File: src/rtl/uart_pkg.sv
// Constants and FSM encoding shared by the UART receiver and transmitter.
package uart_pkg;

    localparam int unsigned DATA_BITS            = 8;
    localparam int unsigned CLKS_PER_BIT_DEFAULT = 10416;

    typedef enum logic [2:0] {
        StIdle,
        StStart,
        StData,
        StStop,
        StBreak
    } uart_state_e;

endpackage

File: src/rtl/rx_sync.sv
// Two-flop synchroniser for asynchronous inputs.
// It resets high, which is the idle level of a UART line.
module rx_sync (
    input  logic clk,
    input  logic rst_n,
    input  logic d,
    output logic q
);

    logic s1_q;

    always_ff @(posedge clk or negedge rst_n) begin
        if (!rst_n) begin
            s1_q <= 1'b1;
            q    <= 1'b1;
        end else begin
            s1_q <= d;
            q    <= s1_q;
        end
    end

endmodule

File: src/rtl/uart_receiver.sv
// 8N1 UART receiver: synchronises RxD, finds the start bit and samples each bit at mid-bit.
// It emits a one-cycle valid pulse for a good frame, or a frame_err pulse when the stop bit is low.
module uart_receiver
    import uart_pkg::*;
#(
    parameter int unsigned CLKS_PER_BIT = CLKS_PER_BIT_DEFAULT
) (
    input  logic                 clk,
    input  logic                 rst_n,
    input  logic                 RxD,
    output logic [DATA_BITS-1:0] data,
    output logic                 valid,
    output logic                 frame_err,
    output logic                 busy
);

    localparam int unsigned CNT_W = $clog2(CLKS_PER_BIT);
    localparam int unsigned IDX_W = $clog2(DATA_BITS);
    localparam logic [CNT_W-1:0] HALF = CNT_W'(CLKS_PER_BIT / 2 - 1);
    localparam logic [CNT_W-1:0] LAST = CNT_W'(CLKS_PER_BIT - 1);
    localparam logic [IDX_W-1:0] LAST_BIT = IDX_W'(DATA_BITS - 1);

    logic rx_s;

    uart_state_e          state_q, state_d;
    logic [CNT_W-1:0]     cnt_q, cnt_d;
    logic [IDX_W-1:0]     bit_idx_q, bit_idx_d;
    logic [DATA_BITS-1:0] shift_q, shift_d;
    logic [DATA_BITS-1:0] data_q, data_d;
    logic                 valid_q, valid_d;
    logic                 frame_err_q, frame_err_d;
    logic                 busy_q;

    rx_sync u_rx_sync (
        .clk   (clk),
        .rst_n (rst_n),
        .d     (RxD),
        .q     (rx_s)
    );

    always_comb begin
        state_d     = state_q;
        cnt_d       = cnt_q;
        bit_idx_d   = bit_idx_q;
        shift_d     = shift_q;
        data_d      = data_q;
        valid_d     = 1'b0;
        frame_err_d = 1'b0;

        unique case (state_q)
            StIdle: begin
                if (!rx_s) begin
                    state_d = StStart;
                    cnt_d   = '0;
                end
            end
            StStart: begin
                // Recheck the line at mid start bit so that short glitches are ignored.
                if (cnt_q == HALF) begin
                    cnt_d = '0;
                    if (!rx_s) begin
                        state_d   = StData;
                        bit_idx_d = '0;
                    end else begin
                        state_d = StIdle;
                    end
                end else begin
                    cnt_d = cnt_q + 1'b1;
                end
            end
            StData: begin
                if (cnt_q == LAST) begin
                    shift_d   = {rx_s, shift_q[DATA_BITS-1:1]};
                    cnt_d     = '0;
                    bit_idx_d = bit_idx_q + 1'b1;
                    if (bit_idx_q == LAST_BIT) begin
                        state_d = StStop;
                    end
                end else begin
                    cnt_d = cnt_q + 1'b1;
                end
            end
            StStop: begin
                // Leave at mid stop bit so that a start edge right after it is not missed.
                if (cnt_q == LAST) begin
                    cnt_d = '0;
                    if (rx_s) begin
                        data_d  = shift_q;
                        valid_d = 1'b1;
                        state_d = StIdle;
                    end else begin
                        frame_err_d = 1'b1;
                        state_d     = StBreak;
                    end
                end else begin
                    cnt_d = cnt_q + 1'b1;
                end
            end
            StBreak: begin
                if (rx_s) begin
                    state_d = StIdle;
                end
            end
            default: begin
                state_d = StIdle;
            end
        endcase
    end

    always_ff @(posedge clk or negedge rst_n) begin
        if (!rst_n) begin
            state_q     <= StIdle;
            cnt_q       <= '0;
            bit_idx_q   <= '0;
            shift_q     <= '0;
            data_q      <= '0;
            valid_q     <= 1'b0;
            frame_err_q <= 1'b0;
            busy_q      <= 1'b0;
        end else begin
            state_q     <= state_d;
            cnt_q       <= cnt_d;
            bit_idx_q   <= bit_idx_d;
            shift_q     <= shift_d;
            data_q      <= data_d;
            valid_q     <= valid_d;
            frame_err_q <= frame_err_d;
            busy_q      <= (state_d != StIdle);
        end
    end

    assign data      = data_q;
    assign valid     = valid_q;
    assign frame_err = frame_err_q;
    assign busy      = busy_q;

endmodule
File: config.mk
export PLATFORM = sky130hd
export DESIGN_NAME = uart_receiver
export DESIGN_NICKNAME = d
export VERILOG_FILES = /design/src/rtl/uart_pkg.sv /design/src/rtl/rx_sync.sv /design/src/rtl/uart_receiver.sv
export SDC_FILE = /design/constraint.sdc
export NUM_CORES = 1
export LEC_CHECK = 0
export ABC_CLOCK_PERIOD_IN_PS = 1670
export CAP_MARGIN = 30
export CELL_PAD_IN_SITES_DETAIL_PLACEMENT = 0
export CELL_PAD_IN_SITES_GLOBAL_PLACEMENT = 1
export CORE_ASPECT_RATIO = 1.4
export CORE_MARGIN = 2
export CORE_UTILIZATION = 42
export DETAILED_ROUTE_END_ITERATION = 12
export PLACE_DENSITY_LB_ADDON = 0.1
export SLEW_MARGIN = 20
export SYNTH_ARGS = -nofsm -noshare
export SYNTH_HDL_FRONTEND = slang
export SYNTH_SLANG_ARGS = --single-unit
export TNS_END_PERCENT = 5
File: constraint.sdc
create_clock -name clk -period 1.67 [get_ports clk]
set_input_delay 0.334 -clock clk [delete_from_list [all_inputs] [get_ports clk]]
set_output_delay 0.334 -clock clk [all_outputs]
set_load 0.01 [all_outputs]
==> results of run 1 <==
-- path summary, 6_finish.rpt --
kind	start	to	slack [ns]	depth (start not counted)
worst min-delay path	rst_n	cnt_q[12]	0.09	2
min in group clk	u_rx_sync.s1_q	u_rx_sync.q	0.36	0
worst min register to register	u_rx_sync.s1_q	u_rx_sync.q	0.36	0
max in group asynchronous	rst_n	u_rx_sync.s1_q	1.21	2
worst max register to register	cnt_q[10]	busy	-0.13	5
worst max-delay path	cnt_q[10]	busy	-0.13	5
-- area by class of cell --
type | count | area, sq um | area share
Clock inverter | 3 | 43.8 | 0.0169
Multi-Input combinational cell | 116 | 965 | 0.372
Clock buffer | 5 | 68.8 | 0.0265
Timing Repair Buffer | 45 | 407 | 0.157
Inverter | 1 | 3.75 | 0.00145
Tap cell | 62 | 77.6 | 0.0299
Sequential cell | 41 | 1030 | 0.397
-- power breakdown --
part	leakage (uW)	internal, uW	switching [uW]
sequential	0.000546	996	2.49
combinational	0.000651	5.72	21.4
clock	0.0000585	448	377
-- flip-flops by register name (all words and copies together), names as in the netlist, 3 cells and up --
signal and cells:
cnt_q 14, state_q 3, shift_q 8, bit_idx_q 3, data 8
-- worst max-delay path, stage by stage (launching register included) --
cell	delay, ns
sky130_fd_sc_hd__dfrtp_1	0.40
sky130_fd_sc_hd__and4bb_2	0.35
sky130_fd_sc_hd__and4_4	0.28
sky130_fd_sc_hd__mux2i_1	0.20
sky130_fd_sc_hd__o211ai_1	0.12
sky130_fd_sc_hd__or3_1	0.34
-- timing repair --
item,in CTS,in global routing
resized for setup,6,16
pin swaps,5,4
endpoints found under the setup margin,34,34
hold buffers,0,0
setup buffers,2,0
-- cell usage after synthesis, drive strengths merged (2+ instances only) --
cell type,instances,share of area
nor3b,3,0.012
dfrtp,39,0.50
and4bb,3,0.019
o21ai,7,0.018
a21oi,5,0.013
nand4,2,0.014
nand2,10,0.019
mux2,17,0.099
ha,3,0.019
nor2,9,0.017
a22o,5,0.023
nor3,11,0.039
nand3,6,0.015
buf,5,0.018
a21o,6,0.023
nand2b,3,0.0097
o211ai,2,0.0077
nor2b,3,0.0097
and4,2,0.010
dfstp,2,0.027
and3,4,0.013
or3,2,0.0064
a41oi,2,0.0090
a31oi,3,0.0097
-- kinds of logic (layout without fill, tap and decap cells) --
group / Yosys count / after routing / share of synthesized area
buf+inv: 7 / 54 / 0.0219
simple gates: 60 / 60 / 0.194
compound gates: 35 / 35 / 0.131
fa+ha+maj: 3 / 3 / 0.0193
mux: 18 / 18 / 0.104
flops: 41 / 41 / 0.530
-- stage by stage --
| stage | setup slack, ns | hold WS, ns | setup TNS, ns | cells | area (sq um) |
|---|---|---|---|---|---|
| after floorplan | -0.0632 | 0.0384 | -1.03 | 164 | 1960 |
| after global placement | -0.111 | 0.347 | -1.45 | 263 | 2380 |
| after detailed placement | -0.218 | 0.352 | -2.50 | 263 | 2380 |
| after CTS | -0.137 | 0.109 | -1.85 | 273 | 2540 |
| after global routing | -0.242 | 0.134 | -3.67 | 273 | 2590 |
| final | -0.132 | 0.0867 | -0.810 | 273 | 2590 |
-- routing by layer --
layer  GRT usage  vias up  routed length, um
li1            -      701                  -
met1       0.236      731               1810
met2       0.316       24               2170
met3      0.0324        6                103
met4      0.0832        0                 76
met5           0        -                  0
==> impl_metrics.yaml, run 1 <==
logic_synthesis:
  synth_nets: 170
  netlist_area_sq_um: 1940
  syn_avg_cell_area_sq_um: 11.8
  synthesis.instances: 164
  async_flop_share: 1.00
  fraction_of_the_yosys_area_taken_by_sequential_cells: 0.530
  synth_enable_flop_cells: 0
  synthFlopType: "sky130_fd_sc_hd__dfrtp_1"
  synth_cell_type_count: 39
  yosysWarnings: 0
  total_of_flip_flops_plus_latches_after_synthesis: 41
timing:
  final-max-slew-violation-count: 0
  slew-limit-headroom: 0.653
  worst_pin_slew_ns: 0.520
  period_needed_ns: 1.80
  hold_violations: 0
  post-route-period-util: 1.08
  highest_attainable_clock_frequency_mhz: 555
  setup-violations-final: 19
  finalClockSkew_ns: 0.00686
  finalWorstSetupSlack_ns: -0.132
  rsz0062_at_grt: "yes"
layout:
  fraction_of_layout_instances_using_a_drive_strength_above_1: 0.355
  synthToLayoutAreaGrowth_pct: 33.7
  diodes: 0
  fill_cells: 396
  layout_common_cells: "sky130_fd_sc_hd__dfrtp_1 (39), sky130_fd_sc_hd__buf_4 (28), sky130_fd_sc_hd__mux2_4 (15)"
  design.final.nets: 216
  layout_commonest_cell: "sky130_fd_sc_hd__dfrtp_1"
  fin_util: 0.576
cts:
  clock_tree_from_tritoncts: "done"
  insertion_delay_ns: 0.30
  clock-sinks: 41
  cts.htree.levels: 2
  clkSlewWorstSetupHoldPaths_ns: 0.09
  cts_buffers: 5
  max-clock-path-buffers: 2
  cts_root_buf: "sky130_fd_sc_hd__clkbuf_8"
worst_setup_path:
  worst_path_arrival_ns: 1.98
  critical_path.endpoint_type: "register"
  timing.critical_path.fanout_max: 4
  worstSetupStartpointType: "register"
  critPathKind: "reg2reg"
  cp_data_required_time_ns: 1.85
power_and_ir_drop:
  cellPowerDensity_nw_per_um2: 714
  cellLeakagePower_uw: 0.00126
  design_power_total_uw: 1850
  irDropWorstVdd_mv: 0.462
run_status:
  failed_checks: "setup timing"
  result_of_the_run: "complete, but fails checks"
drt:
  drt_first_pass_iters: 4
  wirelength_um: 4160
  route.vias.total: 1462
  post-route-drc-count: 0
  drtAntennaViolNets: 0
  routed_via_density: 5.36
  avgRoutedWirePerCell_um: 15.2
  initialDrtViolationCount: 62
global_routing:
  gr-total-overflow: 0
  vias_in_the_first_global_route: 1618
  grt_pass1_wl_um: 7400
  grt_start_max_net_pins: 42
  gr-usage-all-layers: 0.190
  antenna_found_initial: 0
worst_hold_path:
  class_of_the_tightest_hold_or_removal_check: "in2async"
floorplanning:
  initial_utilization: 0.431
  ioPinCount: 14
  core.rowCount: 29
  die_w_um: 61.5
  die_area_sq_um: 5190
  core_sq_um: 4500
  die_height_um: 84.4
placement:
  finalWeightedCongestion: 0.874
  port_buffers: 13
  detailedPlacementHpwl_um: 2940
run:
  cap_violations: 0
Note: power is estimated with default switching activity, not from simulation.
==> run 2, diff against run 1 <==
--- a/config.mk
+++ b/config.mk
@@ -14,6 +14,7 @@
 export CORE_UTILIZATION = 42
 export DETAILED_ROUTE_END_ITERATION = 12
 export PLACE_DENSITY_LB_ADDON = 0.1
+export SETUP_SLACK_MARGIN = 0.02
 export SLEW_MARGIN = 20
 export SYNTH_ARGS = -nofsm -noshare
 export SYNTH_HDL_FRONTEND = slang
==> results of run 2 <==
Final layout, timing and power as in run 1 (identical DEF).
